<file path="src/rtl/uart_prog_loader.sv">
// ---------------------------------------------------------------------------
// uart_prog_loader
//
// Serial program loader for the single-cycle MIPS CPU. Receives 8N1 UART
// frames, assembles little-endian 32-bit words and writes them into the
// instruction ROM or the data RAM through one shared write port. While a
// load is in progress the CPU is held in reset through prog_mode.
//
// Frame: A5, region, adr lo, adr hi, count lo, count hi, count*4 payload
// bytes. A 5A byte in place of a frame header ends the load.
//
// Optional feature macro: UART_LOADER_CKSUM_EN
//   When defined, every frame carries a trailing byte equal to the XOR of
//   all frame bytes after A5. A mismatch sends the loader to its error
//   state. Words that were already written are not rolled back.
//
// Parameters:
//   CLKS_PER_BIT  clock cycles per UART bit (>= 4)
//   ADDR_W        word-address width of each target memory
//   GAP_CYCLES    max idle cycles between bytes inside a frame
//
// Ports:
//   clock      system clock
//   rst        synchronous, active-high reset
//   rx         asynchronous UART line, idle high
//   start_pg   level request to enter programming mode
//   prog_mode  high while loading (ORed into CPU reset)
//   mem_wen    one-cycle write strobe
//   mem_sel    0 = instruction ROM, 1 = data RAM
//   mem_adr    word address
//   mem_dat    write data
//   done       high from a successful load until next start_pg or rst
//   err        sticky error flag
// ---------------------------------------------------------------------------
module uart_prog_loader #(
    parameter int CLKS_PER_BIT = 87,
    parameter int ADDR_W       = 14,
    parameter int GAP_CYCLES   = 1000000
) (
    input  logic              clock,
    input  logic              rst,
    input  logic              rx,
    input  logic              start_pg,
    output logic              prog_mode,
    output logic              mem_wen,
    output logic              mem_sel,
    output logic [ADDR_W-1:0] mem_adr,
    output logic [31:0]       mem_dat,
    output logic              done,
    output logic              err
);

    localparam int CNT_W = (CLKS_PER_BIT > 2) ? $clog2(CLKS_PER_BIT) : 1;
    localparam logic [CNT_W-1:0] BIT_LAST  = CNT_W'(CLKS_PER_BIT - 1);
    localparam logic [CNT_W-1:0] HALF_LAST = CNT_W'(CLKS_PER_BIT / 2 - 1);

    localparam int GAP_W = $clog2(GAP_CYCLES + 1);
    localparam logic [GAP_W-1:0] GAP_LAST = GAP_W'(GAP_CYCLES - 1);

    localparam logic [1:0] R_IDLE  = 2'd0;
    localparam logic [1:0] R_START = 2'd1;
    localparam logic [1:0] R_DATA  = 2'd2;
    localparam logic [1:0] R_STOP  = 2'd3;

    localparam logic [3:0] P_IDLE     = 4'd0;
    localparam logic [3:0] P_WAIT_HDR = 4'd1;
    localparam logic [3:0] P_REGION   = 4'd2;
    localparam logic [3:0] P_ADR_LO   = 4'd3;
    localparam logic [3:0] P_ADR_HI   = 4'd4;
    localparam logic [3:0] P_CNT_LO   = 4'd5;
    localparam logic [3:0] P_CNT_HI   = 4'd6;
    localparam logic [3:0] P_DATA     = 4'd7;
    localparam logic [3:0] P_DONE     = 4'd8;
    localparam logic [3:0] P_ERROR    = 4'd9;
`ifdef UART_LOADER_CKSUM_EN
    localparam logic [3:0] P_CKSUM    = 4'd10;
    localparam logic [3:0] END_STATE  = P_CKSUM;
`else
    localparam logic [3:0] END_STATE  = P_WAIT_HDR;
`endif

    logic             rx_meta;
    logic             rx_sync;
    logic             rx_prev;
    logic [1:0]       rx_state;
    logic [CNT_W-1:0] clk_cnt;
    logic [2:0]       bit_cnt;
    logic [7:0]       rx_shift;
    logic             rx_valid;
    logic             rx_ferr;

    logic [3:0]        state;
    logic              start_prev;
    logic              region;
    logic [7:0]        adr_lo;
    logic [7:0]        cnt_lo;
    logic [ADDR_W-1:0] adr_cnt;
    logic [15:0]       words_left;
    logic [1:0]        byte_idx;
    logic [23:0]       word_buf;
    logic [GAP_W-1:0]  gap_cnt;
    logic              gap_active;
    logic              timeout;
`ifdef UART_LOADER_CKSUM_EN
    logic [7:0]        cksum;
`endif

    // Two-flop synchroniser plus one more stage so a falling edge can be
    // seen as "was high, now low" on clean, synchronous samples.
    always_ff @(posedge clock) begin
        if (rst) begin
            rx_meta <= 1'b1;
            rx_sync <= 1'b1;
            rx_prev <= 1'b1;
        end else begin
            rx_meta <= rx;
            rx_sync <= rx_meta;
            rx_prev <= rx_sync;
        end
    end

    // 8N1 receiver. A start bit is confirmed half a bit after the falling
    // edge; a line that is high again by then was a glitch. rx_shift holds
    // the received byte until the next byte's data bits start shifting in,
    // which is long after the parser has consumed it.
    always_ff @(posedge clock) begin
        if (rst) begin
            rx_state <= R_IDLE;
            clk_cnt  <= '0;
            bit_cnt  <= '0;
            rx_shift <= '0;
            rx_valid <= 1'b0;
            rx_ferr  <= 1'b0;
        end else begin
            rx_valid <= 1'b0;
            rx_ferr  <= 1'b0;
            case (rx_state)
                R_IDLE: begin
                    if (rx_prev && !rx_sync) begin
                        rx_state <= R_START;
                        clk_cnt  <= '0;
                    end
                end
                R_START: begin
                    if (clk_cnt == HALF_LAST) begin
                        clk_cnt  <= '0;
                        bit_cnt  <= '0;
                        rx_state <= rx_sync ? R_IDLE : R_DATA;
                    end else begin
                        clk_cnt <= clk_cnt + 1'b1;
                    end
                end
                R_DATA: begin
                    if (clk_cnt == BIT_LAST) begin
                        clk_cnt  <= '0;
                        rx_shift <= {rx_sync, rx_shift[7:1]};
                        if (bit_cnt == 3'd7) begin
                            rx_state <= R_STOP;
                        end else begin
                            bit_cnt <= bit_cnt + 1'b1;
                        end
                    end else begin
                        clk_cnt <= clk_cnt + 1'b1;
                    end
                end
                default: begin
                    if (clk_cnt == BIT_LAST) begin
                        clk_cnt  <= '0;
                        rx_state <= R_IDLE;
                        if (rx_sync) begin
                            rx_valid <= 1'b1;
                        end else begin
                            rx_ferr <= 1'b1;
                        end
                    end else begin
                        clk_cnt <= clk_cnt + 1'b1;
                    end
                end
            endcase
        end
    end

    // The inter-byte timeout only runs once a frame header has been seen;
    // waiting for the next header or for start_pg may take arbitrarily long.
`ifdef UART_LOADER_CKSUM_EN
    assign gap_active = ((state >= P_REGION) && (state <= P_DATA)) || (state == P_CKSUM);
`else
    assign gap_active = (state >= P_REGION) && (state <= P_DATA);
`endif
    assign timeout = gap_active && (gap_cnt == GAP_LAST);

    always_ff @(posedge clock) begin
        if (rst || rx_valid || !gap_active) begin
            gap_cnt <= '0;
        end else if (gap_cnt != GAP_LAST) begin
            gap_cnt <= gap_cnt + 1'b1;
        end
    end

`ifdef UART_LOADER_CKSUM_EN
    // Running XOR of every byte after the A5 header; the trailer byte is
    // compared against the value accumulated before it arrives.
    always_ff @(posedge clock) begin
        if (rst) begin
            cksum <= 8'h00;
        end else if (rx_valid) begin
            if (state == P_WAIT_HDR) begin
                cksum <= 8'h00;
            end else begin
                cksum <= cksum ^ rx_shift;
            end
        end
    end
`endif

    // Frame parser. A received byte takes priority over a timeout in the
    // same cycle. Framing errors only matter while a load is active; in
    // IDLE, DONE and ERROR all receiver output is ignored.
    always_ff @(posedge clock) begin
        if (rst) begin
            state      <= P_IDLE;
            start_prev <= 1'b0;
            prog_mode  <= 1'b0;
            done       <= 1'b0;
            err        <= 1'b0;
            mem_wen    <= 1'b0;
            mem_sel    <= 1'b0;
            mem_adr    <= '0;
            mem_dat    <= '0;
            region     <= 1'b0;
            adr_lo     <= '0;
            cnt_lo     <= '0;
            adr_cnt    <= '0;
            words_left <= '0;
            byte_idx   <= '0;
            word_buf   <= '0;
        end else begin
            mem_wen    <= 1'b0;
            start_prev <= start_pg;
            case (state)
                P_IDLE: begin
                    if (start_pg) begin
                        state     <= P_WAIT_HDR;
                        prog_mode <= 1'b1;
                        done      <= 1'b0;
                        err       <= 1'b0;
                    end
                end
                P_DONE: begin
                    state <= P_IDLE;
                end
                P_ERROR: begin
                    if (start_pg && !start_prev) begin
                        state <= P_WAIT_HDR;
                        err   <= 1'b0;
                    end
                end
                default: begin
                    if (rx_ferr) begin
                        state <= P_ERROR;
                        err   <= 1'b1;
                    end else if (rx_valid) begin
                        case (state)
                            P_WAIT_HDR: begin
                                if (rx_shift == 8'hA5) begin
                                    state <= P_REGION;
                                end else if (rx_shift == 8'h5A) begin
                                    state     <= P_DONE;
                                    done      <= 1'b1;
                                    prog_mode <= 1'b0;
                                end else begin
                                    state <= P_ERROR;
                                    err   <= 1'b1;
                                end
                            end
                            P_REGION: begin
                                region <= rx_shift[0];
                                state  <= P_ADR_LO;
                            end
                            P_ADR_LO: begin
                                adr_lo <= rx_shift;
                                state  <= P_ADR_HI;
                            end
                            P_ADR_HI: begin
                                adr_cnt <= ADDR_W'({rx_shift, adr_lo});
                                state   <= P_CNT_LO;
                            end
                            P_CNT_LO: begin
                                cnt_lo <= rx_shift;
                                state  <= P_CNT_HI;
                            end
                            P_CNT_HI: begin
                                words_left <= {rx_shift, cnt_lo};
                                byte_idx   <= 2'd0;
                                if ({rx_shift, cnt_lo} == 16'd0) begin
                                    state <= END_STATE;
                                end else begin
                                    state <= P_DATA;
                                end
                            end
                            P_DATA: begin
                                byte_idx <= byte_idx + 1'b1;
                                if (byte_idx == 2'd3) begin
                                    mem_wen    <= 1'b1;
                                    mem_sel    <= region;
                                    mem_adr    <= adr_cnt;
                                    mem_dat    <= {rx_shift, word_buf};
                                    adr_cnt    <= adr_cnt + 1'b1;
                                    words_left <= words_left - 16'd1;
                                    if (words_left == 16'd1) begin
                                        state <= END_STATE;
                                    end
                                end else begin
                                    word_buf <= {rx_shift, word_buf[23:8]};
                                end
                            end
`ifdef UART_LOADER_CKSUM_EN
                            P_CKSUM: begin
                                if (rx_shift == cksum) begin
                                    state <= P_WAIT_HDR;
                                end else begin
                                    state <= P_ERROR;
                                    err   <= 1'b1;
                                end
                            end
`endif
                            default: begin
                                state <= P_ERROR;
                                err   <= 1'b1;
                            end
                        endcase
                    end else if (timeout) begin
                        state <= P_ERROR;
                        err   <= 1'b1;
                    end
                end
            endcase
        end
    end

endmodule

</file>
<file path="config.mk">
export PLATFORM = sky130hd
export DESIGN_NAME = uart_prog_loader
export DESIGN_NICKNAME = d
export VERILOG_FILES = /design/src/rtl/uart_prog_loader.sv
export SDC_FILE = /design/constraint.sdc
export NUM_CORES = 1
export LEC_CHECK = 0
export BUFFER_PORTS_ARGS = -buffer_cell sky130_fd_sc_hd__buf_2
export CELL_PAD_IN_SITES_DETAIL_PLACEMENT = 1
export CELL_PAD_IN_SITES_GLOBAL_PLACEMENT = 1
export CORE_AREA = 2 2 133 122
export CTS_BUF_LIST = sky130_fd_sc_hd__clkbuf_2
export DETAILED_ROUTE_END_ITERATION = 16
export DIE_AREA = 0 0 135 124
export GPL_ROUTABILITY_DRIVEN = 0
export PLACE_DENSITY = 0.91
export SYNTH_ARGS = -nofsm -noshare
export SYNTH_HDL_FRONTEND = slang
export SYNTH_SLANG_ARGS = --single-unit
export TNS_END_PERCENT = 30
</file>
<file path="constraint.sdc">
create_clock -name clock -period 3.3 [get_ports clock]
set_input_delay 0.33 -clock clock [delete_from_list [all_inputs] [get_ports clock]]
set_output_delay 0.33 -clock clock [all_outputs]
set_load 0.02 [all_outputs]
</file>
**Yosys cells after proc, flatten, opt, wreduce, memory -nomap -nowiden**

Cells that the tools add are included.

- Register bits: 174
- Bits of input ports: 4
- Output and inout bits: 51
- Word-level logic and storage cells: 174

- $add $sub $neg: 6
- $lt $le $gt $ge: 2
- Equal/unequal tests: 35
- Multiplexer cells: 57
- Bitwise gates (word level): 8
- Reductions and logical operators: 40

Operator list:

| operator | number |
|---|---|
| $mux W4 | 8 |
| $pmux W16 S2 | 1 |
| $reduce_and A5 Y1 | 6 |
| $pmux W14 S2 | 1 |
| $pmux W4 S7 | 1 |
| $mux W1 | 22 |
| $mux W7 | 3 |
| $add A20 B1 Y20 const B | 1 |
| $eq A20 B20 Y1 const B | 1 |
| $ne A20 B20 Y1 const B | 1 |
| $reduce_and A4 Y1 | 5 |
| $eq A16 B1 Y1 const B | 1 |
| $eq A4 B3 Y1 const B | 4 |
| $logic_not A16 Y1 | 1 |
| $mux W16 | 1 |
| $ne A2 B2 Y1 const B | 8 |
| $sub A16 B1 Y16 const B | 1 |
| $add A14 B1 Y14 const B | 1 |
| $mux W14 | 1 |
| $ne A7 B7 Y1 const B | 2 |
| $pmux W7 S2 | 1 |
| $reduce_and A7 Y1 | 2 |
| $mux W2 | 6 |
| $mux W3 | 4 |
| other kinds (40) | 65 |

**Logic depth before layout (Yosys ltp)**

Gate-level depths: netlist of the first run.

- Word-level depth: 7
- Depth in mapped cells: 8
- Gate-level depth less buffers: 7

**Least setup slack after synthesis of the first run**

No wires, ideal clock.

- Path kind: register -> register
- Start: reg words_left[0]
- End: reg words_left[14]
- Setup time: 86 ps
- Arrival time: 1795 ps
- Data required time: 3214 ps
- Path slack: 1419 ps
- Cell stages (with the launch flop): 8
- Buffers on the path: 0
- Period minus slack after synthesis: 1881 ps
- Path through: dfxtp_1 inv_1 ha_1 or3b_2 nor4_4 nor3b_2 o21ai_1 a221oi_2

- Word-level cells in the longest chain between the ends: 3

Ends and longest elaborated chain:

| element | line | RTL |
|---|---|---|
| start: declaration | 98 | `logic [15:0] words_left;` |
| start signal: assignment | 293 | `words_left <= {rx_shift, cnt_lo};` |
| start signal: assignment | 309 | `words_left <= words_left - 16'd1;` |
| $sub A16 B1 Y16 | 309 |  |
| $mux W16 | 303 | `if (byte_idx == 2'd3) begin` |
| $pmux W16 S2 | 263 | `case (state)` |

No other way between the ends. The select of a mux whose other input is x is not followed.
A chain may end at the register's enable or synchronous reset.

**Final worst setup path of the first run**

- Start: reg state[2]
- End: reg word_buf[11]

- Word-level cells in the longest chain between the ends: 4
- Elaborated cells on any way between the ends: 7
- Classes of those cells: eq/ne: 3; bitwise: 1; reduce/logical: 3

Ends and longest elaborated chain:

| element | line | RTL |
|---|---|---|
| start: declaration | 92 | `logic [3:0] state;` |
| start signal: assignment | 221 | `state <= P_IDLE;` |
| start signal: assignment | 243 | `state <= P_WAIT_HDR;` |
| start signal: assignment | 250 | `state <= P_IDLE;` |
| $eq A4 B4 Y1 / $logic_not A4 Y1 (equally long branches) | 240 | `case (state)` |
| $reduce_or A3 Y1 (no source line) | -- |  |
| $not A1 Y1 (no source line) | -- |  |
| $reduce_and A5 Y1 (no source line) * | -- |  |
| end signal: assignment | 314 | `word_buf <= {rx_shift, word_buf[23:8]};` |
| end: declaration | 100 | `logic [23:0] word_buf;` |

Mark *: on every way between the ends. The rest lies on a longest branch, timed or not.

==> impl_summary.log, run 1 <==
INFO  metric floorplan.initialDensity = 50.4%
INFO  metric io_buffer_count = between 50 and 60
INFO  metric wirelength = approximately 20 mm
INFO  metric drt-initial-drc-count = 378
INFO  metric die_area = between 15,000 and 20,000 um2
INFO  metric clock_path_buffers = 2
INFO  metric timing.critical_path.slowest_stage_cell = sky130_fd_sc_hd__dfxtp_1
INFO  metric mostFrequentLayoutCells = 187 x sky130_fd_sc_hd__nand2_1, 174 x sky130_fd_sc_hd__dfxtp_1, 115 x sky130_fd_sc_hd__a21oi_1, 94 x sky130_fd_sc_hd__nor2_1, 53 x sky130_fd_sc_hd__buf_2
INFO  metric synth_compound_area_share = between 15 and 20%
INFO  metric drt_pass1_iterations = 5
INFO  metric worst_pin_slew = 0.965 ns
INFO  metric result_of_the_run = complete, no violations
INFO  metric avgSynthCellArea = a little over 8 um2
INFO  metric cts.htree.levels = 4
INFO  metric num-fill-cells = 1,902
INFO  metric clk_pin_slew_worst_paths = roughly 0.26 ns
INFO  metric slew_headroom = around a third
INFO  metric cellLeakagePower = between 0.003 and 0.004 uW
INFO  metric post-route-period-util = 78.5%
INFO  metric clock-sinks = around 170
INFO  metric final_hold_viol_count = 0
INFO  metric synth-seq-cells = 174
INFO  metric clockRootBuffer = sky130_fd_sc_hd__clkbuf_2
INFO  metric startpoint_types = register
INFO  metric min_path_type = in2reg
INFO  metric maximum_fanout_encountered_on_the_critical_timing_path = 24
INFO  metric gr-usage-met2 = 40.6%
INFO  metric ys_seq_area_share = 45.3%
INFO  metric power.density_cell_area = roughly 450 nW/um2
INFO  metric ys_types = 75
INFO  metric worst_path_largest_cell_delay = ~0.65 ns
INFO  metric dp_hpwl = around 13 mm
INFO  metric cts.repair.resized = 0
INFO  metric synth.net_count = 962
INFO  metric vdd_drop_max = 0.369 mV
INFO  metric layout-drive-gt1-share = between 10% and 20%
INFO  metric num_cts_buffers = 17
INFO  metric top_level_ports = between 50 and 60
INFO  metric layout.area.seq = about 3500 um2
INFO  metric proportion_of_synthesized_area_in_mux_cells = about 3.8%
INFO  metric grt_first_pass_wirelength = about 33 mm
INFO  metric worst_clk_skew = 0.0327 ns
INFO  metric basic_gate_share_of_the_synthesized_area_counting_and_or_nand_and_nor_cells = between 20 and 30%
INFO  metric post-route-cell-area = between 8000 and 9000 um2
INFO  metric crit_path_cell_trace = nand4bb_1 -> nor3_1 -> nand2b_1 -> nand2_1 -> a21oi_1
INFO  metric timing_worst_setup_path_type = reg2reg
INFO  metric rows = 43
INFO  metric detail_route.wl_per_cell = between 15 and 20 um
INFO  metric grt_max_degree = 55
INFO  metric post_detailed_placement_cell_area = ~8000 um2
INFO  metric dominantRegCellSynth = sky130_fd_sc_hd__dfxtp_1
INFO  metric post_synthesis_share_of_cell_area_spent_on_full_adders_half_adders_and_majority_gates = roughly 1.5%
INFO  metric post-route-util = roughly 54%
INFO  metric cp.required = 3.96 ns
INFO  metric ys_async_sr_fraction = 0%
INFO  metric critical_path_buf_inv_count = 0
INFO  metric die_y = 124 um
INFO  metric post_synthesis_cell_area = 7700 um2
INFO  metric synth_xor_area_share = under 10%
INFO  metric path_delay_family = simple AND/OR/NAND/NOR gates
INFO  metric edff_count_synth = 0
INFO  metric chipWidth = approximately 140 um
INFO  metric fin_crit = ~2.6 ns
INFO  metric layout.cells.most_common = sky130_fd_sc_hd__nand2_1
INFO  metric grt-ovfl-total = 0
INFO  metric multi_input_comb_area = approximately 3900 um2
INFO  metric ys.warnings.count = 0
INFO  metric busiest_layer = met2
INFO  metric setup-tns-final = 0 ns
INFO  metric first_global_vias = approximately 6,600
INFO  metric met3_usage = between 5 and 6%
INFO  metric maxCapViolations = 0
INFO  metric grt_setup_unrepaired = false
INFO  metric synth_top_family_by_area = simple AND/OR/NAND/NOR gates
INFO  metric critical_path_arrival = around 3.3 ns
INFO  metric detail-route-antenna-nets = 0
INFO  metric post-route-drc-count = 0
INFO  metric slew_limit_fails = 0
INFO  metric area_growth = 8.19%
INFO  metric gr-usage-met1 = between 30% and 40%
INFO  metric clk_latency_worst_skew_pair = a little under 0.8 ns
INFO  metric finish.net_count = 980
INFO  metric vias_per_cell = around 5.8
INFO  metric cts_tree = yes
INFO  metric worst_hold_slack = about 0.26 ns
INFO  metric fp.coreArea = roughly 15,000 um2
INFO  metric syn-instance-count = 949
INFO  metric detailroute.via_count = around 7,000
INFO  metric setup_viols_final = 0
INFO  metric end_kind = register
INFO  metric grtUsageTotal = between 20% and 30%
INFO  metric achievable-frequency = roughly 0.39 GHz
INFO  metric antenna_found_initial = 1
==> worst paths after layout <==
| kind | from | slack, ns | end | cells after the start |
|---|---|---|---|---|
| min | rx | 0.26 | rx_meta | 3 |
| max | state[2] | 0.71 | word_buf[11] | 5 |
| max reg2reg | state[2] | 0.71 | word_buf[11] | 5 |
| min reg2reg | mem_dat[1] | 0.47 | mem_dat[1] | 2 |
==> area by class of cell <==
type                            count  share of cell area, %
Inverter                           15                  0.676
Tap cell                          202                   3.04
Clock inverter                     14                   1.89
Sequential cell                   174                   41.8
Clock buffer                       18                   1.08
Timing Repair Buffer               68                   4.78
Multi-Input combinational cell    691                   46.7
Antenna cell                        1                 0.0301
==> sequential cells by signal, indices dropped and copies added (netlist names), 2 cells and up <==
register	count
adr_cnt	14
adr_lo	8
bit_cnt	3
byte_idx	2
clk_cnt	7
cnt_lo	8
gap_cnt	20
mem_adr	14
mem_dat	32
rx_shift	8
rx_state	2
state	4
word_buf	24
words_left	16
==> cells by family after synthesis <==
group	count (synthesis)
xor gates and xnor gates	18
and+or+nand+nor	412
adders and majority gates	9
AOI/OAI and AO/OA	223
DFF	174
muxes	29
buffers and inverters	84
==> power by group <==
group          internal, uW  leakage [uW]  switching (uW)  total [uW]
combinational           136       0.00146             212         348
clock                   368      0.000145             810        1180
sequential             2140       0.00140            83.2        2220
==> stage by stage <==
stage          instances  worst slack, ns  total power, uW
6_report            1183            0.710             3750
5_1_grt             1183            0.505             3900
4_1_cts             1182            0.729             3770
3_5_place_dp        1147            0.792             2600
3_3_place_gp        1147            0.977             2590
2_1_floorplan        949             1.42             2520
==> metal layers <==
metal	vias to the layer above	share of wire [%]
met5	-	0
met1	3375	47
met2	111	48
met3	21	3.7
li1	3349	-
met4	0	1.0
==> cells in the mapped netlist (6+ instances only) <==
cell / number / area (um2)
sky130_fd_sc_hd__o31ai_1: 8 / 60.1
sky130_fd_sc_hd__buf_2: 13 / 65.1
sky130_fd_sc_hd__nand2b_1: 10 / 62.6
sky130_fd_sc_hd__a211oi_1: 9 / 67.6
sky130_fd_sc_hd__nor2_1: 94 / 353
sky130_fd_sc_hd__or4_1: 6 / 45.0
sky130_fd_sc_hd__nand3_1: 18 / 90.1
sky130_fd_sc_hd__nand4_1: 17 / 106
sky130_fd_sc_hd__ha_1: 9 / 113
sky130_fd_sc_hd__or3_1: 9 / 56.3
sky130_fd_sc_hd__mux2i_1: 28 / 280
sky130_fd_sc_hd__nand2_1: 187 / 702
sky130_fd_sc_hd__nor3_1: 11 / 55.1
sky130_fd_sc_hd__xnor2_1: 7 / 61.3
sky130_fd_sc_hd__nor4_1: 8 / 50.1
sky130_fd_sc_hd__clkbuf_1: 53 / 199
sky130_fd_sc_hd__a22oi_1: 6 / 45.0
sky130_fd_sc_hd__xor2_1: 11 / 96.3
sky130_fd_sc_hd__o21ai_1: 19 / 95.1
sky130_fd_sc_hd__a31oi_1: 7 / 43.8
sky130_fd_sc_hd__a21oi_1: 115 / 576
sky130_fd_sc_hd__dfxtp_1: 174 / 3480
sky130_fd_sc_hd__inv_1: 14 / 52.6
sky130_fd_sc_hd__o21ai_0: 14 / 70.1
sky130_fd_sc_hd__and3_1: 6 / 37.5
==> worst register-to-register path, cell delays in order (launching register included) <==
cell                        delay [ns]
sky130_fd_sc_hd__dfxtp_1          0.65
sky130_fd_sc_hd__nand4bb_1        0.37
sky130_fd_sc_hd__nor3_1           0.46
sky130_fd_sc_hd__nand2b_1         0.61
sky130_fd_sc_hd__nand2_1          0.29
sky130_fd_sc_hd__a21oi_1          0.10
==> what timing repair did <==
item                                   CTS  global route
setup buffers                            0             0
hold buffers                             3             0
endpoints found under the hold margin   35             0
Power figures use the tool's default switching activity.
==> run 2: changes to the inputs <==
--- a/config.mk
+++ b/config.mk
@@ -5,15 +5,16 @@
 export SDC_FILE = /design/constraint.sdc
 export NUM_CORES = 1
 export LEC_CHECK = 0
+export ABC_AREA = 1
 export BUFFER_PORTS_ARGS = -buffer_cell sky130_fd_sc_hd__buf_2
 export CELL_PAD_IN_SITES_DETAIL_PLACEMENT = 1
 export CELL_PAD_IN_SITES_GLOBAL_PLACEMENT = 1
-export CORE_AREA = 2 2 133 122
+export CORE_AREA = 2 2 148 136
 export CTS_BUF_LIST = sky130_fd_sc_hd__clkbuf_2
 export DETAILED_ROUTE_END_ITERATION = 16
-export DIE_AREA = 0 0 135 124
+export DIE_AREA = 0 0 150 138
 export GPL_ROUTABILITY_DRIVEN = 0
-export PLACE_DENSITY = 0.91
+export PLACE_DENSITY = 0.81
 export SYNTH_ARGS = -nofsm -noshare
 export SYNTH_HDL_FRONTEND = slang
 export SYNTH_SLANG_ARGS = --single-unit
==> constraint.sdc (replaced) <==
create_clock -name clock -period 2.25 [get_ports clock]
set_input_delay 0.225 -clock clock [delete_from_list [all_inputs] [get_ports clock]]
set_output_delay 0.225 -clock clock [all_outputs]
set_load 0.02 [all_outputs]
==> impl_summary.log, run 2 <==
INFO  metric fp.coreArea = 19,400 um2 (was 15,300 um2)
INFO  metric post_synthesis_cell_area = 7710 um2 (was 7700 um2)
INFO  metric critical_path_arrival = 2.74 ns (was 3.25 ns)
INFO  metric first_global_vias = 7,332 (was 6,637)
INFO  metric ys_types = 39 (was 75)
INFO  metric setup_viols_final = 0 (unchanged)
INFO  metric finish.net_count = 1,156 (was 980)
INFO  metric floorplan.initialDensity = 39.8% (was 50.4%)
INFO  metric clock-sinks = 174 (unchanged)
INFO  metric share_of_yosys_cell_area_claimed_by_the_top_area_cell_type = 45.2% (was 45.3%)
INFO  metric slew_headroom = 62.3% (was 35.3%)
INFO  metric die_y = 138 um (was 124 um)
INFO  metric grt_setup_unrepaired = false (unchanged)
INFO  metric layout.area.seq = 3480 um2 (unchanged)
INFO  metric maximum_fanout_encountered_on_the_critical_timing_path = 59 (was 24)
INFO  metric layout.cells.most_common = sky130_fd_sc_hd__nor2_1 (was sky130_fd_sc_hd__nand2_1)
INFO  metric maxCapViolations = 0 (unchanged)
INFO  metric detail_route.wl_per_cell = 15.3 um (was 16.8 um)
INFO  metric timing_worst_setup_path_type = reg2reg (unchanged)
INFO  metric layout-drive-gt1-share = 11.4% (was 11.5%)
INFO  metric timing.critical_path.slowest_stage_cell = sky130_fd_sc_hd__dfxtp_1 (unchanged)
INFO  metric edff_count_synth = 0 (unchanged)
INFO  metric vias_per_cell = 5.17 (was 5.80)
INFO  metric post-route-period-util = 89.1% (was 78.5%)
INFO  metric grt-ovfl-total = 0 (unchanged)
INFO  metric cellLeakagePower = 0.00362 uW (was 0.00301 uW)
INFO  metric clk_pin_slew_worst_paths = 0.30 ns (was 0.26 ns)
INFO  metric ys.warnings.count = 0 (unchanged)
INFO  metric worst_pin_slew = 0.564 ns (was 0.965 ns)
INFO  metric final_hold_viol_count = 0 (unchanged)
INFO  metric worst_clk_skew = 0.0511 ns (was 0.0327 ns)
INFO  metric clockRootBuffer = sky130_fd_sc_hd__clkbuf_2 (unchanged)
INFO  metric cp.required = 2.99 ns (was 3.96 ns)
INFO  metric grt_first_pass_wirelength = 36.2 mm (was 32.7 mm)
INFO  metric worst_hold_slack = 0.322 ns (was 0.264 ns)
INFO  metric slew_limit_fails = 0 (unchanged)
INFO  metric synth.area.top_cells = sky130_fd_sc_hd__dfxtp_1 45%, sky130_fd_sc_hd__nor2_1 9.7%, sky130_fd_sc_hd__o21ai_0 9.1% (was sky130_fd_sc_hd__dfxtp_1 45%, sky130_fd_sc_hd__nand2_1 9.1%, sky130_fd_sc_hd__a21oi_1 7.5%)
INFO  metric num_cts_buffers = 17 (unchanged)
INFO  metric end_kind = register (unchanged)
INFO  metric area_growth = 11.9% (was 8.19%)
INFO  metric ys_seq_area_share = 45.2% (was 45.3%)
INFO  metric max_flop_register = mem_dat (unchanged)
INFO  metric ys_async_sr_fraction = 0% (unchanged)
INFO  metric grtUsageTotal = 21.4% (was 24.3%)
INFO  metric die_area = 20,700 um2 (was 16,700 um2)
INFO  metric avgSynthCellArea = 7.07 um2 (was 8.11 um2)
INFO  metric num-fill-cells = 2,541 (was 1,902)
INFO  metric biggestRegsByFlops = mem_dat x32, word_buf x24, gap_cnt x20 (unchanged)
INFO  metric setup-tns-final = 0 ns (unchanged)
INFO  metric top_level_ports = 55 (unchanged)
INFO  metric chipWidth = 150 um (was 135 um)
INFO  metric syn-instance-count = 1,091 (was 949)
INFO  metric multi_input_comb_area = 3650 um2 (was 3890 um2)
INFO  metric mostFrequentLayoutCells = 200 x sky130_fd_sc_hd__nor2_1, 174 x sky130_fd_sc_hd__dfxtp_1, 161 x sky130_fd_sc_hd__nand2_1, 140 x sky130_fd_sc_hd__o21ai_0, 108 x sky130_fd_sc_hd__a21oi_1 (was 187 x sky130_fd_sc_hd__nand2_1, 174 x sky130_fd_sc_hd__dfxtp_1, 115 x sky130_fd_sc_hd__a21oi_1, 94 x sky130_fd_sc_hd__nor2_1, 53 x sky130_fd_sc_hd__buf_2)
INFO  metric result_of_the_run = complete, no violations (unchanged)
INFO  metric post-synth-top-area-cell = sky130_fd_sc_hd__dfxtp_1 (unchanged)
INFO  metric wirelength = 21.6 mm (was 19.9 mm)
INFO  metric dp_hpwl = 14.9 mm (was 13.2 mm)
INFO  metric power.density_cell_area = 726 nW/um2 (was 450 nW/um2)
INFO  metric cts.htree.levels = 4 (unchanged)
INFO  metric clk_latency_worst_skew_pair = 0.82 ns (was 0.78 ns)
INFO  metric crit_path_cell_trace = nand2_1 -> nand2_1 -> nand2_2 -> inv_2 -> nand3_4 -> inv_2 -> buf_12 -> o21ai_0 -> a21oi_1 (was nand4bb_1 -> nor3_1 -> nand2b_1 -> nand2_1 -> a21oi_1)
INFO  metric drt-initial-drc-count = 369 (was 378)
INFO  metric post-route-drc-count = 0 (unchanged)
INFO  metric synth_common_cells = 200 x sky130_fd_sc_hd__nor2_1, 174 x sky130_fd_sc_hd__dfxtp_1, 161 x sky130_fd_sc_hd__nand2_1 (was 187 x sky130_fd_sc_hd__nand2_1, 174 x sky130_fd_sc_hd__dfxtp_1, 115 x sky130_fd_sc_hd__a21oi_1)
INFO  metric achievable-frequency = 0.499 GHz (was 0.386 GHz)
INFO  metric most_common_cell_in_the_netlist = sky130_fd_sc_hd__nor2_1 (was sky130_fd_sc_hd__nand2_1)
INFO  metric cts_tree = yes (unchanged)
INFO  metric fin_crit = 2.01 ns (was 2.59 ns)
INFO  metric startpoint_types = register (unchanged)
INFO  metric worst_path_largest_cell_delay = 0.58 ns (was 0.65 ns)
INFO  metric synth.net_count = 1,104 (was 962)
INFO  metric detailedPlace.worstSlack = 0.266 ns (was 0.792 ns)
INFO  metric postLayoutSetupSlackWorst = 0.244 ns (was 0.710 ns)
INFO  metric rows = 49 (was 43)
INFO  metric detailroute.via_count = 7,307 (was 6,856)
INFO  metric dominantRegCellSynth = sky130_fd_sc_hd__dfxtp_1 (unchanged)
INFO  metric antenna_found_initial = 1 (unchanged)
INFO  metric io_buffer_count = 54 (unchanged)
INFO  metric grt_max_degree = 124 (was 55)
INFO  metric min_path_type = in2reg (unchanged)
INFO  metric clock_path_buffers = 2 (unchanged)
INFO  metric detail-route-antenna-nets = 0 (unchanged)
INFO  metric largest_register_ffs = 32 (unchanged)
INFO  metric drt_pass1_iterations = 5 (unchanged)
INFO  metric synth-seq-cells = 174 (unchanged)
INFO  metric vdd_drop_max = 0.294 mV (was 0.369 mV)
-- run 2: cell types whose count changed in the layout (fill, tap and decap cells not counted), moves of 17 or more --
| cell | before | now |
|---|---|---|
| sky130_fd_sc_hd__nand3_1 | 18 | 55 |
| sky130_fd_sc_hd__nand2_1 | 187 | 161 |
| sky130_fd_sc_hd__inv_1 | 14 | 91 |
| sky130_fd_sc_hd__mux2i_1 | 28 | 0 |
| sky130_fd_sc_hd__o21ai_1 | 19 | 2 |
| sky130_fd_sc_hd__nor2_1 | 94 | 200 |
| sky130_fd_sc_hd__o21ai_0 | 14 | 140 |
-- run 2: stage by stage --
step / std cells / cell area, um2 / power, uW / util (%)
after detailed placement: 1374 / 8270 / 4430 / 42.7
final: 1412 / 8630 / 6260 / 44.5
after CTS: 1411 / 8620 / 6310 / 44.5
after floorplan: 1091 / 7710 / 4130 / -
after global routing: 1412 / 8630 / 6610 / 44.5
after global placement: 1374 / 8270 / 4370 / 42.7
-- run 2: per-layer routing --
metal	up-vias	global-route usage, %	part of all wire (%)	routed length [um]
li1	3694	-	-	-
met1	3508	28.9	49	10600
met2	82	35.7	47	10100
met3	23	3.53	2.9	617
met4	0	5.11	1.3	282
met5	-	0	0	0
-- run 2: worst paths after layout --
path,startpoint,endpoint,slack [ns],depth (start not counted)
hold reg to reg,prog_mode,prog_mode,0.47,2
setup / recovery,state[0],mem_dat[25],0.24,9
setup reg to reg,state[0],mem_dat[25],0.24,9
hold / removal,start_pg,prog_mode,0.32,4
-- run 2: layout make-up --
cell class	instances	share of cell area, %
Antenna cell	1	0.0290
Clock buffer	17	0.986
Clock inverter	15	2.42
Inverter	99	4.32
Multi-Input combinational cell	772	42.4
Sequential cell	174	40.4
Tap cell	255	3.70
Timing Repair Buffer	79	5.79
-- run 2: cells by family after synthesis --
kind of cell               after synthesis  share of synthesized area (%)
adders and majority gates                9                           1.46
AOI/OAI and AO/OA                      269                           18.0
xor gates and xnor gates                12                           1.36
buffers and inverters                  145                           7.42
DFF                                    174                           45.2
and+or+nand+nor                        482                           26.5
-- run 2: what timing repair did --
| item | CTS | global route |
|---|---|---|
| setup endpoints to repair | 0 | 4 |
| hold endpoints to repair | 146 | 0 |
| hold buffers | 5 | 0 |
| setup buffers | 0 | 0 |
| resized for setup | 0 | 2 |
-- run 2: power breakdown --
| group | total (uW) | leakage (uW) | internal (uW) | switching, uW |
|---|---|---|---|---|
| Combinational | 1100 | 0.00205 | 337 | 763 |
| Sequential | 3310 | 0.00140 | 3190 | 119 |
| Clock | 1850 | 0.000166 | 427 | 1420 |
-- run 2: worst max-delay path: cells and delay by family (launching register included) --
kind	cells	cell delay, ns
buffers and inverters	3	0.57
AND/OR/NAND/NOR	4	0.49
flip-flops	1	0.58
AO/OA/AOI/OAI	2	0.31
==> run 3: changes to the inputs <==
--- a/config.mk
+++ b/config.mk
@@ -9,12 +9,12 @@
 export BUFFER_PORTS_ARGS = -buffer_cell sky130_fd_sc_hd__buf_2
 export CELL_PAD_IN_SITES_DETAIL_PLACEMENT = 1
 export CELL_PAD_IN_SITES_GLOBAL_PLACEMENT = 1
-export CORE_AREA = 2 2 148 136
-export CTS_BUF_LIST = sky130_fd_sc_hd__clkbuf_2
+export CORE_AREA = 2 2 152 139
+export CTS_BUF_LIST = sky130_fd_sc_hd__clkbuf_8 sky130_fd_sc_hd__clkbuf_16
 export DETAILED_ROUTE_END_ITERATION = 16
-export DIE_AREA = 0 0 150 138
+export DIE_AREA = 0 0 154 141
 export GPL_ROUTABILITY_DRIVEN = 0
-export PLACE_DENSITY = 0.81
+export PLACE_DENSITY = 0.78
 export SYNTH_ARGS = -nofsm -noshare
 export SYNTH_HDL_FRONTEND = slang
 export SYNTH_SLANG_ARGS = --single-unit
==> impl_summary.log, run 3 (synthesis results as in run 2) <==
INFO  metric grtUsageTotal = 20.5% (was 21.4%)
INFO  metric slew_headroom = 67.5% (was 62.3%)
INFO  metric placed_cells = 1,383 (was 1,374)
INFO  metric io_buffer_count = 54 (unchanged)
INFO  metric startpoint_types = register (unchanged)
INFO  metric grt_first_pass_wirelength = 36.3 mm (was 36.2 mm)
INFO  metric worstHoldStart = start_pg (unchanged)
INFO  metric endpoint_of_the_worst_register_to_register_path = adr_cnt[4] (was mem_dat[25])
INFO  metric finalNonFillerCells = 1,416 (was 1,412)
INFO  metric post-route-cell-area = 8930 um2 (was 8630 um2)
INFO  metric highest-signal-layer = met4 (unchanged)
INFO  metric clk_pin_slew_worst_paths = 0.07 ns (was 0.30 ns)
INFO  metric result_of_the_run = complete, no violations (unchanged)
INFO  metric num-fill-cells = 2,587 (was 2,541)
INFO  metric cts.htree.levels = 4 (unchanged)
INFO  metric max_flop_register = mem_dat (unchanged)
INFO  metric chipWidth = 154 um (was 150 um)
INFO  metric wirelength = 21.9 mm (was 21.6 mm)
INFO  metric final_hold_viol_count = 0 (unchanged)
INFO  metric detail_route.wl_per_cell = 15.5 um (was 15.3 um)
INFO  metric biggestRegsByFlops = mem_dat x32, word_buf x24, gap_cnt x20 (unchanged)
INFO  metric cellLeakagePower = 0.00375 uW (was 0.00362 uW)
INFO  metric route.met3.wl = 716 um (was 617 um)
INFO  metric detailroute.via_count = 7,393 (was 7,307)
INFO  metric post-route-period-util = 87.9% (was 89.1%)
INFO  metric area_growth = 15.8% (was 11.9%)
INFO  metric worst_clk_skew = 0.0142 ns (was 0.0511 ns)
INFO  metric maxCapViolations = 0 (unchanged)
INFO  metric whs_path_depth = 3 (was 4)
INFO  metric layout.cells.most_common = sky130_fd_sc_hd__nor2_1 (unchanged)
INFO  metric clock-sinks = 174 (unchanged)
INFO  metric multi_input_comb_area = 3650 um2 (unchanged)
INFO  metric achievable-frequency = 0.506 GHz (was 0.499 GHz)
INFO  metric vdd_drop_max = 0.414 mV (was 0.294 mV)
INFO  metric grt-ovfl-total = 0 (unchanged)
INFO  metric clock_path_buffers = 2 (unchanged)
INFO  metric slew_limit_fails = 0 (unchanged)
INFO  metric post-route-drc-count = 0 (unchanged)
INFO  metric setup-tns-final = 0 ns (unchanged)
INFO  metric fp.coreArea = 20,300 um2 (was 19,400 um2)
INFO  metric top_level_ports = 55 (unchanged)
INFO  metric finish.net_count = 1,156 (unchanged)
INFO  metric post_detailed_placement_cell_area = 8320 um2 (was 8270 um2)
INFO  metric detail-route-antenna-nets = 0 (unchanged)
INFO  metric layout.area.seq = 3480 um2 (unchanged)
INFO  metric num_cts_buffers = 17 (unchanged)
INFO  metric grt_max_degree = 74 (was 124)
INFO  metric crit_path_start = state[2] (was state[0])
INFO  metric timing_worst_setup_path_type = reg2reg (unchanged)
INFO  metric fin_crit = 1.98 ns (was 2.01 ns)
INFO  metric insertedDiodeCount = 0 (was 1)
INFO  metric wl_met2 = 10.2 mm (was 10.1 mm)
INFO  metric first_global_vias = 7,256 (was 7,332)
INFO  metric drt-initial-drc-count = 339 (was 369)
INFO  metric setup.reg_to_reg.worst_slack = 0.27 ns (was 0.24 ns)
INFO  metric grt_setup_unrepaired = false (unchanged)
INFO  metric cts_tree = yes (unchanged)
INFO  metric drt-met1-wl = 10.5 mm (was 10.6 mm)
INFO  metric mostFrequentLayoutCells = 200 x sky130_fd_sc_hd__nor2_1, 174 x sky130_fd_sc_hd__dfxtp_1, 161 x sky130_fd_sc_hd__nand2_1, 140 x sky130_fd_sc_hd__o21ai_0, 108 x sky130_fd_sc_hd__a21oi_1 (unchanged)
INFO  metric min_path_type = in2reg (unchanged)
INFO  metric die_area = 21,700 um2 (was 20,700 um2)
INFO  metric min_delay_worst_endpoint = start_prev (was prog_mode)
INFO  metric end_kind = register (unchanged)
INFO  metric maximum_fanout_encountered_on_the_critical_timing_path = 40 (was 59)
INFO  metric worst_r2r_startpoint = state[2] (was state[0])
INFO  metric drt_pass1_iterations = 5 (unchanged)
INFO  metric power.density_cell_area = 819 nW/um2 (was 726 nW/um2)
INFO  metric cp.required = 2.56 ns (was 2.99 ns)
INFO  metric r2r.worst_path.cells = 8 (was 9)
INFO  metric dp_hpwl = 15.2 mm (was 14.9 mm)
INFO  metric rows = 50 (was 49)
INFO  metric worst_pin_slew = 0.487 ns (was 0.564 ns)
INFO  metric clk_latency_worst_skew_pair = 0.45 ns (was 0.82 ns)
INFO  metric antenna_found_initial = 0 (was 1)
INFO  metric floorplan.initialDensity = 37.9% (was 39.8%)
INFO  metric critical_path_arrival = 2.29 ns (was 2.74 ns)
INFO  metric setup_viols_final = 0 (unchanged)
INFO  metric layout-drive-gt1-share = 11.8% (was 11.4%)
INFO  metric vias_per_cell = 5.22 (was 5.17)
INFO  metric largest_register_ffs = 32 (unchanged)
INFO  metric clockRootBuffer = sky130_fd_sc_hd__clkbuf_16 (was sky130_fd_sc_hd__clkbuf_2)
INFO  metric die_y = 141 um (was 138 um)
## run 3: timing repair
action,CTS,global route
buffers inserted,0,0
hold buffers,1,0
endpoints found under the hold margin,1,0
resized for setup,0,0
endpoints found under the setup margin,0,0
## run 3: area by class of cell
class | instances | share of cell area, %
multi-input cells | 772 | 40.9
repair buffers | 79 | 5.58
clock inverters | 15 | 1.91
inverters | 99 | 4.16
flip-flops and latches | 174 | 39.0
clock buffers | 17 | 4.76
well taps | 260 | 3.64
## run 3: worst max path at each step
stage	cells after the start	slack [ns]	end
2_1_floorplan	9	0.71	rx_shift[0]
3_3_place_gp	10	0.39	words_left[6]
3_5_place_dp	9	0.32	adr_cnt[5]
4_1_cts	8	0.30	adr_cnt[4]
5_1_grt	10	0.06	words_left[6]
6_report	8	0.27	adr_cnt[4]
## run 3: through the flow
| step | utilization (%) | setup WS [ns] | hold slack, ns | total power, uW |
|---|---|---|---|---|
| finish | 43.9 | 0.273 | 0.0411 | 7310 |
| global route | 43.9 | 0.0649 | 0.0538 | 7690 |
| CTS | 43.9 | 0.298 | 0.0320 | 7380 |
| detailed placement | 40.9 | 0.325 | 0.402 | 4420 |
| global placement | 40.9 | 0.393 | 0.396 | 4390 |
| floorplan | - | 0.708 | 0.329 | 4130 |
## run 3: critical path: stages (launching register included)
cell,delay [ns]
sky130_fd_sc_hd__dfxtp_1,0.42
sky130_fd_sc_hd__inv_2,0.08
sky130_fd_sc_hd__nor2_4,0.12
sky130_fd_sc_hd__nand3_2,0.17
sky130_fd_sc_hd__inv_2,0.13
sky130_fd_sc_hd__buf_4,0.40
sky130_fd_sc_hd__o21ai_0,0.22
sky130_fd_sc_hd__a21oi_1,0.24
sky130_fd_sc_hd__a211oi_1,0.07
## run 3: power by group
part           switching, uW  internal (uW)  leakage, uW
clock                   1440           1490     0.000287
combinational            751            333      0.00206
sequential               120           3170      0.00140
## run 3: routing by layer
layer  vias to the layer above  GRT usage, %
li1                       3702             -
met1                      3550          27.3
met2                       108          33.7
met3                        33          3.57
met4                         0          7.03
met5                         -             0
